**config.mk**
```make
export PLATFORM = sky130hd
export DESIGN_NAME = key_press_encoder
export DESIGN_NICKNAME = d
export VERILOG_FILES = /design/src/rtl/key_press_encoder.sv
export SDC_FILE = /design/constraint.sdc
export NUM_CORES = 1
export LEC_CHECK = 0
export CAP_MARGIN = 20
export CORE_MARGIN = 2
export CORE_UTILIZATION = 35
export DETAILED_ROUTE_END_ITERATION = 8
export GPL_ROUTABILITY_DRIVEN = 0
export PLACE_DENSITY = 0.51
export SLEW_MARGIN = 20
export SYNTH_ARGS = -nofsm -noshare
export SYNTH_HDL_FRONTEND = slang
export SYNTH_SLANG_ARGS = --single-unit
```
**constraint.sdc**
```tcl
create_clock -name clk -period 5.2 [get_ports clk]
set_clock_uncertainty 0.1 [all_clocks]
set_input_delay 0.52 -clock clk [delete_from_list [all_inputs] [get_ports clk]]
set_output_delay 0.52 -clock clk [all_outputs]
set_load 0.1 [all_outputs]
```
**src/rtl/key_press_encoder.sv**
```systemverilog
// key_press_encoder: conditions the active-low game buttons into debounced
// key levels and turns each accepted press into a single one-hot note held
// under a valid/ack handshake. A key must be released before it can
// produce another note; simultaneous presses are flagged as an error.
module key_press_encoder #(
    parameter int NUM_KEYS        = 4,
    parameter int DEBOUNCE_CYCLES = 500000
) (
    input  logic                clk,
    input  logic                reset,
    input  logic [NUM_KEYS-1:0] keys_n,
    input  logic                enable,
    input  logic                press_ack,
    output logic                press_valid,
    output logic [NUM_KEYS-1:0] press_note,
    output logic [NUM_KEYS-1:0] keys_held,
    output logic                multi_press_error
);

    localparam int CNT_W = $clog2(DEBOUNCE_CYCLES + 1);
    localparam logic [CNT_W-1:0] CNT_MAX = CNT_W'(DEBOUNCE_CYCLES);
    localparam logic [CNT_W-1:0] CNT_ONE = CNT_W'(1);

    typedef enum logic [1:0] {
        ST_IDLE  = 2'b00,   // waiting for every key to be released
        ST_ARMED = 2'b01,   // ready to accept a single press
        ST_VALID = 2'b10    // note pending until acknowledged
    } state_t;

    // Number of set bits, saturating at 2: 0 = none, 1 = exactly one, 2 = several.
    function automatic logic [1:0] count_sat2(input logic [NUM_KEYS-1:0] v);
        logic [1:0] n;
        n = 2'd0;
        for (int i = 0; i < NUM_KEYS; i++) begin
            if (v[i] && (n != 2'd2)) begin
                n = n + 2'd1;
            end
        end
        return n;
    endfunction

    logic [NUM_KEYS-1:0] sync1_r;
    logic [NUM_KEYS-1:0] sync2_r;
    logic [NUM_KEYS-1:0] stable_r;
    logic [CNT_W-1:0]    cnt_r [NUM_KEYS];

    state_t              state_r;
    state_t              state_s;
    logic                valid_r;
    logic                valid_s;
    logic [NUM_KEYS-1:0] note_r;
    logic [NUM_KEYS-1:0] note_s;
    logic                err_r;
    logic                err_s;
    logic [1:0]          held_cnt_s;

    // Two-flop synchroniser per key, inverted so a pressed button reads as 1.
    always_ff @(posedge clk or posedge reset) begin
        if (reset) begin
            sync1_r <= '0;
            sync2_r <= '0;
        end else begin
            sync1_r <= ~keys_n;
            sync2_r <= sync1_r;
        end
    end

    // Per-key debounce: a level change is accepted only after the sample has
    // disagreed with the stable level long enough for the counter to reach
    // its limit; any agreeing sample restarts the count.
    always_ff @(posedge clk or posedge reset) begin
        if (reset) begin
            stable_r <= '0;
            for (int k = 0; k < NUM_KEYS; k++) begin
                cnt_r[k] <= '0;
            end
        end else begin
            for (int k = 0; k < NUM_KEYS; k++) begin
                if (cnt_r[k] == CNT_MAX) begin
                    stable_r[k] <= ~stable_r[k];
                    cnt_r[k]    <= '0;
                end else if (sync2_r[k] != stable_r[k]) begin
                    cnt_r[k]    <= cnt_r[k] + CNT_ONE;
                end else begin
                    cnt_r[k]    <= '0;
                end
            end
        end
    end

    // Press FSM state and registered handshake outputs.
    always_ff @(posedge clk or posedge reset) begin
        if (reset) begin
            state_r <= ST_IDLE;
            valid_r <= 1'b0;
            note_r  <= '0;
            err_r   <= 1'b0;
        end else begin
            state_r <= state_s;
            valid_r <= valid_s;
            note_r  <= note_s;
            err_r   <= err_s;
        end
    end

    // Next-state and next-output decode for the press FSM.
    always_comb begin
        state_s    = state_r;
        valid_s    = valid_r;
        note_s     = note_r;
        err_s      = 1'b0;
        held_cnt_s = count_sat2(stable_r);
        case (state_r)
            ST_IDLE: begin
                if (held_cnt_s == 2'd0) begin
                    state_s = ST_ARMED;
                end else begin
                    state_s = ST_IDLE;
                end
            end
            ST_ARMED: begin
                if (enable) begin
                    if (held_cnt_s == 2'd1) begin
                        state_s = ST_VALID;
                        valid_s = 1'b1;
                        note_s  = stable_r;
                    end else if (held_cnt_s == 2'd2) begin
                        state_s = ST_IDLE;
                        err_s   = 1'b1;
                    end else begin
                        state_s = ST_ARMED;
                    end
                end else begin
                    state_s = ST_ARMED;
                end
            end
            ST_VALID: begin
                if (press_ack) begin
                    state_s = ST_IDLE;
                    valid_s = 1'b0;
                    note_s  = '0;
                end else begin
                    state_s = ST_VALID;
                end
            end
            default: begin
                state_s = ST_IDLE;
                valid_s = 1'b0;
                note_s  = '0;
            end
        endcase
    end

    assign press_valid       = valid_r;
    assign press_note        = note_r;
    assign keys_held         = stable_r;
    assign multi_press_error = err_r;

endmodule

```
Word-level counts from Yosys, hierarchy flattened
Index checks and enable logic that the tools add are counted.
W data, S select, Z words.
- bits in registers: 96
- bits in read-only memories: 0
- memory bits (writable): 0
- memories kept: 0
- output and inout bits: 10
- bits in latches: 0
- logic and storage cells: 81
- bits of input ports: 8
- reduce and logical (&&, ||, !) cells: 6
- multipliers: 0
- magnitude comparators: 0
- mux-type cells: 30
- shifts and indexed selects: 0
- divide/modulo/power cells: 0
- equal/unequal tests: 18
- bitwise logic cells: 6
- add/subtract/negate cells: 7
- operators with widths (operator ; count):
    $mux W19 ; 8
    $add A19 B1 Y19 const B ; 4
    $eq A19 B19 Y1 const B ; 4
    $mux W2 ; 6
    $mux W4 ; 3
    $pmux W4 S3 ; 1
    $mux W1 ; 10
    $ne A2 B2 Y1 const B ; 5
    $pmux W2 S3 ; 1
    $not A1 Y1 ; 5
    $add A2 B1 Y2 const B ; 2
    $eq A2 B1 Y1 const B ; 2
    $eq A2 B2 Y1 const B ; 2
    $logic_not A2 Y1 ; 2
    $ne A1 B1 Y1 ; 4
    $not A4 Y4 ; 1
    $reduce_and A4 Y1 ; 1
    $logic_and A1 B1 Y1 ; 3
    $pmux W1 S3 ; 1
    $add A1 B1 Y2 const B ; 1
    $ne A1 B2 Y1 const B ; 1

Longest topological paths before layout
Gate-level depths: netlist of the first run.
- word-level depth: 15
- depth in mapped cells: 11
- depth with buffers taken out: 11

Worst setup path after synthesis of the first run
No wires, ideal clock.
- kind: reg2reg
- start: register stable_r[0] (netlist: keys_held[0])
- end: register note_r[0] (netlist: press_note[0])
- period minus slack after synthesis: 3.519 ns
- arrival time: 3.303 ns
- path buffers: 0
- cell stages (with the launch flop): 10
- required time: 4.984 ns
- setup slack: 1.681 ns
- library setup time: 0.116 ns
- cell sequence: dfrtp_1 inv_1 ha_1 xnor2_1 inv_1 ha_1 nor2b_1 nand4_1 o22a_1 o311ai_0
- cells in the longest elaborated chain, start to end: 13
- elaborated cells on any way between the ends: 19
- classes of those cells: 3 x add/sub; 5 x eq/ne; 7 x mux; 4 x reduce/logical
- ends and longest elaborated chain (what ; line ; text):
    start, declared ; 44 ; logic [NUM_KEYS-1:0] stable_r;
    start signal, assigned by index ; 80 ; stable_r[k] <= ~stable_r[k];
    branches (longest 13 deep; another with $add A2 B1 Y2) ; n/a ;
    end signal, assigned ; 101 ; note_r <= note_s;
    end, declared ; 51 ; logic [NUM_KEYS-1:0] note_r;
Parallel ways; which one is timed is not known. The select of a mux whose other input is x is not followed.
A chain may end at the register's enable or synchronous reset.

Final worst setup path of the first run
Ends and elaborated chain as after synthesis.

==> impl_metrics.toml, run 1 <==
[setup_path]
reg2reg_to = "press_note[0]"
crit_type = "reg -> reg"
slowest_stage = "xnor2_1"
r2r_start = "keys_held[0]"
crit_chain = "inv_1 > ha_1 > xnor2_1 > inv_1 > ha_1 > nor2b_1 > nand4_1 > o22a_1 > o311ai_0"
endpoint_kind = "register"
reg2reg_slack_ns = 1.92
critPathMaxFanout = 8
cp-endpoint = "press_note[0]"
reg2regPathDepth = 9
critPathRequiredTime_ns = 5.33
slowest_delay_ns = 0.56
worstSetupStartpoint = "keys_held[0]"
arrival_ns = 3.41
cp-start-kind = "register"

[clock_network]
cts_num_sinks = 96
clkLatencyLatePin_ns = 0.35
clock_path_buffers = 2
hold_buffers = 0
ctsResizeCount = 0
root_buffer = "clkbuf_16"
cts_setup_buffers = 0
clk_pin_slew_worst_paths_ns = 0.07
cts_tree = "yes"
numCtsBuffers = 9
htreeDepth = 3

[synth]
synth_edf_count = 0
synth_area_leaders = "dfrtp_1 50%, xor2_1 7.4%, nor2_1 5.3%"
synth_area_um2 = 4850
synth_cell_types = 45
synth_area_per_cell_um2 = 10.1
syn-num-nets = 503
synthArstFlopShare_pct = 100
synth_top_cell_by_area = "dfrtp_1"
seq_area_frac_synth_pct = 49.5
ys.flop_type = "dfrtp_1"
syn_inst = 482
synth_top_area_share_pct = 49.5
postSynthRegisterBits = 96
synth_warnings = 0

[timing]
fmax_mhz = 305
period_minus_slack_ns = 3.28
max_slew_margin_pct = 33.0
timing.setup.tns_ns = 0
setup_viol = 0
finalCritPeriodShare_pct = 63.0
slew_violations = 0
final-hold-violation-count = 0
worst_slew_pin_slew_ns = 1.00
rsz0062_at_grt = "no"

[place]
hpwl_um = 6520
place_inst = 671
placed_area_um2 = 5200
io_buffers = 17

[global_route]
grt-ovfl-total = 0
grt_start_max_net_pins = 58
grt_pass1_wl_um = 16900
first_global_vias = 3488
grt_antenna_before_repair = 0
grt.total_usage_pct = 14.5

[detailed_routing]
drt_drc_violations_left = 0
vias_per_cell = 5.15
vias = 3537
drt_pre_antenna_iters = 5
drtAntennaViolNets = 0
wl_per_cell_um = 14.1
finalWirelength_um = 9670
initialDrtViolationCount = 171

[floorplan]
core_area_um2 = 13700
initial_core_util_pct = 35.3
die_area_um2 = 14800
fp.dieW_um = 122
ios = 18
fp.dieH_um = 122
num_rows = 43

[cells_and_area]
drive_above_1_share_pct = 5.72
area_delta_synth_final_pct = 13.9
final_core_util_pct = 40.3
fillers = 1340
multiInputGateArea_um2 = 2310
fin_nets = 523
num_antenna_cells = 0
regArea_um2 = 2400
design_area_um2 = 5520
fin_cells = 687

[power]
p_per_area_nw_per_um2 = 279
cellLeakagePower_nw = 2.26
total_power_mw = 1.54
ir_worst_vdd_v = 0.000120

[hold_path]
hp-class = "reg -> reg"

[job]
drv_cap = 0

[status]
outcome = "finished, final reports clean"
## final cells by class
type / count / area share, %
Sequential cell: 96 / 43.5
Multi-Input combinational cell: 354 / 41.8
Clock buffer: 9 / 4.08
Tap cell: 180 / 4.08
Timing Repair Buffer: 18 / 3.22
Clock inverter: 7 / 1.72
Inverter: 23 / 1.61
## kinds of logic (layout without fill, tap and decap cells)
group                      Yosys count  count (layout)  synth area share [%]
AOI/OAI and AO/OA                   45              45                  6.68
and+or+nand+nor                    230             230                  25.6
buffers and inverters               32              57                  2.86
DFF                                 96              96                  49.5
adders and majority gates           13              13                  3.35
xor gates and xnor gates            66              66                  11.9
## routing by layer
layer	track usage [%]	routed length, µm
met5	0	0
met3	2.76	170
met2	23.1	4610
met4	6.25	186
met1	19.4	4710
## worst max-delay path: cells and delay by family, from the launching register on
kind,cells,cell delay [ns]
compound gates,2,0.65
simple gates,2,0.58
fa+ha+maj,2,0.58
xor+xnor,1,0.56
flops,1,0.43
buf+inv,2,0.26
## cells in the mapped netlist, types with 3 or more instances
master / number
nor4_1: 9
and3_1: 7
nand4_1: 29
nor4b_1: 3
a21oi_1: 14
nor2_1: 69
nor4bb_1: 4
nor3_1: 5
ha_1: 13
dfrtp_1: 96
o311ai_0: 4
o21ai_0: 5
o221ai_1: 4
nor2b_1: 6
or3b_2: 3
and4_1: 13
o31ai_1: 8
xor2_1: 41
or3_1: 5
nand2_1: 29
xnor2_1: 25
clkbuf_1: 3
nand3_1: 28
or4_1: 8
inv_1: 23
## power by group
group | internal (mW) | total, mW | switching [mW]
Clock | 0.422 | 0.716 | 0.294
Sequential | 0.757 | 0.768 | 0.0107
Combinational | 0.0182 | 0.0550 | 0.0369
Total | 1.20 | 1.54 | 0.342
## layout by cell type, fill, tap and decap left out, drive strengths merged, types with 13 or more instances in the layout
cell | Yosys | layout
a21oi | 14 | 14
and4 | 14 | 14
clkdlybuf4s50 | 0 | 17
dfrtp | 96 | 96
ha | 13 | 13
inv | 23 | 24
nand2 | 29 | 29
nand3 | 28 | 28
nand4 | 29 | 29
nor2 | 69 | 69
xnor2 | 25 | 25
xor2 | 41 | 41
## worst min-delay path by stage
stage                           from         end  slack, ns  depth (start not counted)
after floorplan           sync1_r[0]  sync2_r[0]       0.23                          0
after global placement    sync1_r[3]  sync2_r[3]       0.23                          0
after detailed placement  sync1_r[3]  sync2_r[3]       0.23                          0
after CTS                 sync1_r[3]  sync2_r[3]       0.25                          0
after global routing      sync1_r[2]  sync2_r[2]       0.27                          0
final                     sync1_r[3]  sync2_r[3]       0.25                          0
## sequential cells by signal, indices dropped and copies added, names as in the netlist
register	flops
multi_press_error	1
sync2_r	4
press_valid	1
sync1_r	4
press_note	4
state_r	2
keys_held	4
cnt_r	76
## stage by stage
step / setup slack [ns] / hold WS, ns
after global routing: 1.60 / 0.269
after detailed placement: 1.99 / 0.235
final: 1.92 / 0.248
after global placement: 2.11 / 0.233
after CTS: 1.89 / 0.250
after floorplan: 1.68 / 0.231
No activity file was read; power rests on OpenSTA's default activity.
==> run 2: changes to the inputs <==
- PLACE_DENSITY: 0.51 -> 0.52
- clock period: 5.2 -> 2.88 ns (I/O delays scaled with it)
==> impl_metrics.toml, run 2 (synthesis results as in run 1) <==
[detailed_routing]
drt_pre_antenna_iters = 4
drtAntennaViolNets = 0
initialDrtViolationCount = 220
drt_drc_violations_left = 0
vias = 3524
vias_per_cell = 5.09
finalWirelength_um = 9540
wl_per_cell_um = 13.8

[floorplan]
core_area_um2 = 13700
fp.dieH_um = 122
num_rows = 43
fp.dieW_um = 122
die_area_um2 = 14800
ios = 18
initial_core_util_pct = 35.3

[clock_network]
clkLatencyLatePin_ns = 0.34
clock_path_buffers = 2
htreeDepth = 3
root_buffer = "clkbuf_16"
clk_pin_slew_worst_paths_ns = 0.07
cts_num_sinks = 96
numCtsBuffers = 9
cts_tree = "yes"

[status]
outcome = "finished, final reports clean"

[cells_and_area]
largest_register_ff_count = 76
fin_nets = 529
multiInputGateArea_um2 = 2320
num_antenna_cells = 0
final_core_util_pct = 40.5
regArea_um2 = 2410
mostFrequentLayoutCells = "93 x dfrtp_1, 69 x nor2_1, 41 x xor2_1, 29 x nand2_1, 29 x nand4_1"
fillers = 1361
regMostFlops = "cnt_r"
area_delta_synth_final_pct = 14.7
drive_above_1_share_pct = 10.3
layout_commonest_cell = "dfrtp_1"

[job]
drv_cap = 0

[timing]
finalCritPeriodShare_pct = 88.3
setup_slack_ns = 0.337
max_slew_margin_pct = 67.2
timing.setup.tns_ns = 0
rsz0062_at_grt = "no"
fmax_mhz = 393
worst_slew_pin_slew_ns = 0.490
final-hold-violation-count = 0
setup_viol = 0
period_minus_slack_ns = 2.54
slew_violations = 0

[setup_path]
arrival_ns = 2.67
critPathRequiredTime_ns = 3.01
crit_type = "reg -> reg"
cp-start-kind = "register"
critPathMaxFanout = 6
endpoint_kind = "register"

[place]
io_buffers = 17
pre_cts_ws_ns = 0.210
hpwl_um = 6590

[power]
p_per_area_nw_per_um2 = 490
ir_worst_vdd_v = 0.000228
cellLeakagePower_nw = 2.30
total_power_mw = 2.72

[global_route]
grt_pass1_wl_um = 16600
grt_antenna_before_repair = 0
first_global_vias = 3428
grt_start_max_net_pins = 53
grt.total_usage_pct = 14.2
grt-ovfl-total = 0

[hold_path]
hp-class = "in -> async"
run 2: cell count changes in the layout (fill, tap and decap cells not counted), sizes merged:
cell / previous run / this run
clkinv: 3 / 2
clkdlybuf4s50: 17 / 7
buf: 1 / 17
bufinv: 2 / 1
inv: 24 / 22
clkinvlp: 1 / 3
clkbuf: 9 / 11
run 2: timing repair:
| action | in CTS | in global routing |
|---|---|---|
| endpoints found under the setup margin | 0 | 3 |
| gates resized for setup | 0 | 2 |
| buffers inserted | 0 | 1 |
| hold buffers | 0 | 0 |
run 2: final timing paths:
check,startpoint,cells past startpoint,end,slack [ns]
max,keys_held[0],9,press_note[2],0.34
min,reset,2,cnt_r[9],0.14
max reg2reg,keys_held[0],9,press_note[2],0.34
min reg2reg,sync1_r[3],0,sync2_r[3],0.25
max in group asynchronous,reset,3,keys_held[2],1.81
min in group clk,sync1_r[3],0,sync2_r[3],0.25
run 2: power by group:
group          total (mW)  internal (mW)  switching (mW)
combinational       0.105         0.0380          0.0670
sequential           1.39           1.37          0.0197
clock                1.23          0.717           0.514
run 2: cell type report:
type                            count  share of cell area [%]
Multi-Input combinational cell    354                    41.8
Clock buffer                       11                    4.54
Tap cell                          180                    4.05
Timing Repair Buffer               24                    3.78
Inverter                           23                    1.62
Sequential cell                    96                    43.3
Clock inverter                      5                   0.990
run 2: per-layer routing:
layer	vias up	global-route usage [%]	part of all wire, %
li1	1765	-	-
met2	35	21.7	46
met1	1712	19.4	49
met5	-	0	0
met4	0	6.61	2.0
met3	12	2.81	2.5
run 2: critical path, stage by stage (launching register included):
cell,delay (ns)
dfrtp_2,0.44
ha_2,0.21
nand2b_1,0.21
xnor2_2,0.19
inv_1,0.08
ha_1,0.20
nor2b_2,0.23
nand4_1,0.18
o22a_2,0.28
o311ai_0,0.30
run 2: per-stage QoR:
stage	hold slack [ns]	cells	cell area, µm²
finish	0.143	693	5560
global route	0.150	693	5560
CTS	0.132	692	5550
detailed placement	0.239	676	5250
global placement	0.233	676	5250
floorplan	0.231	482	4870
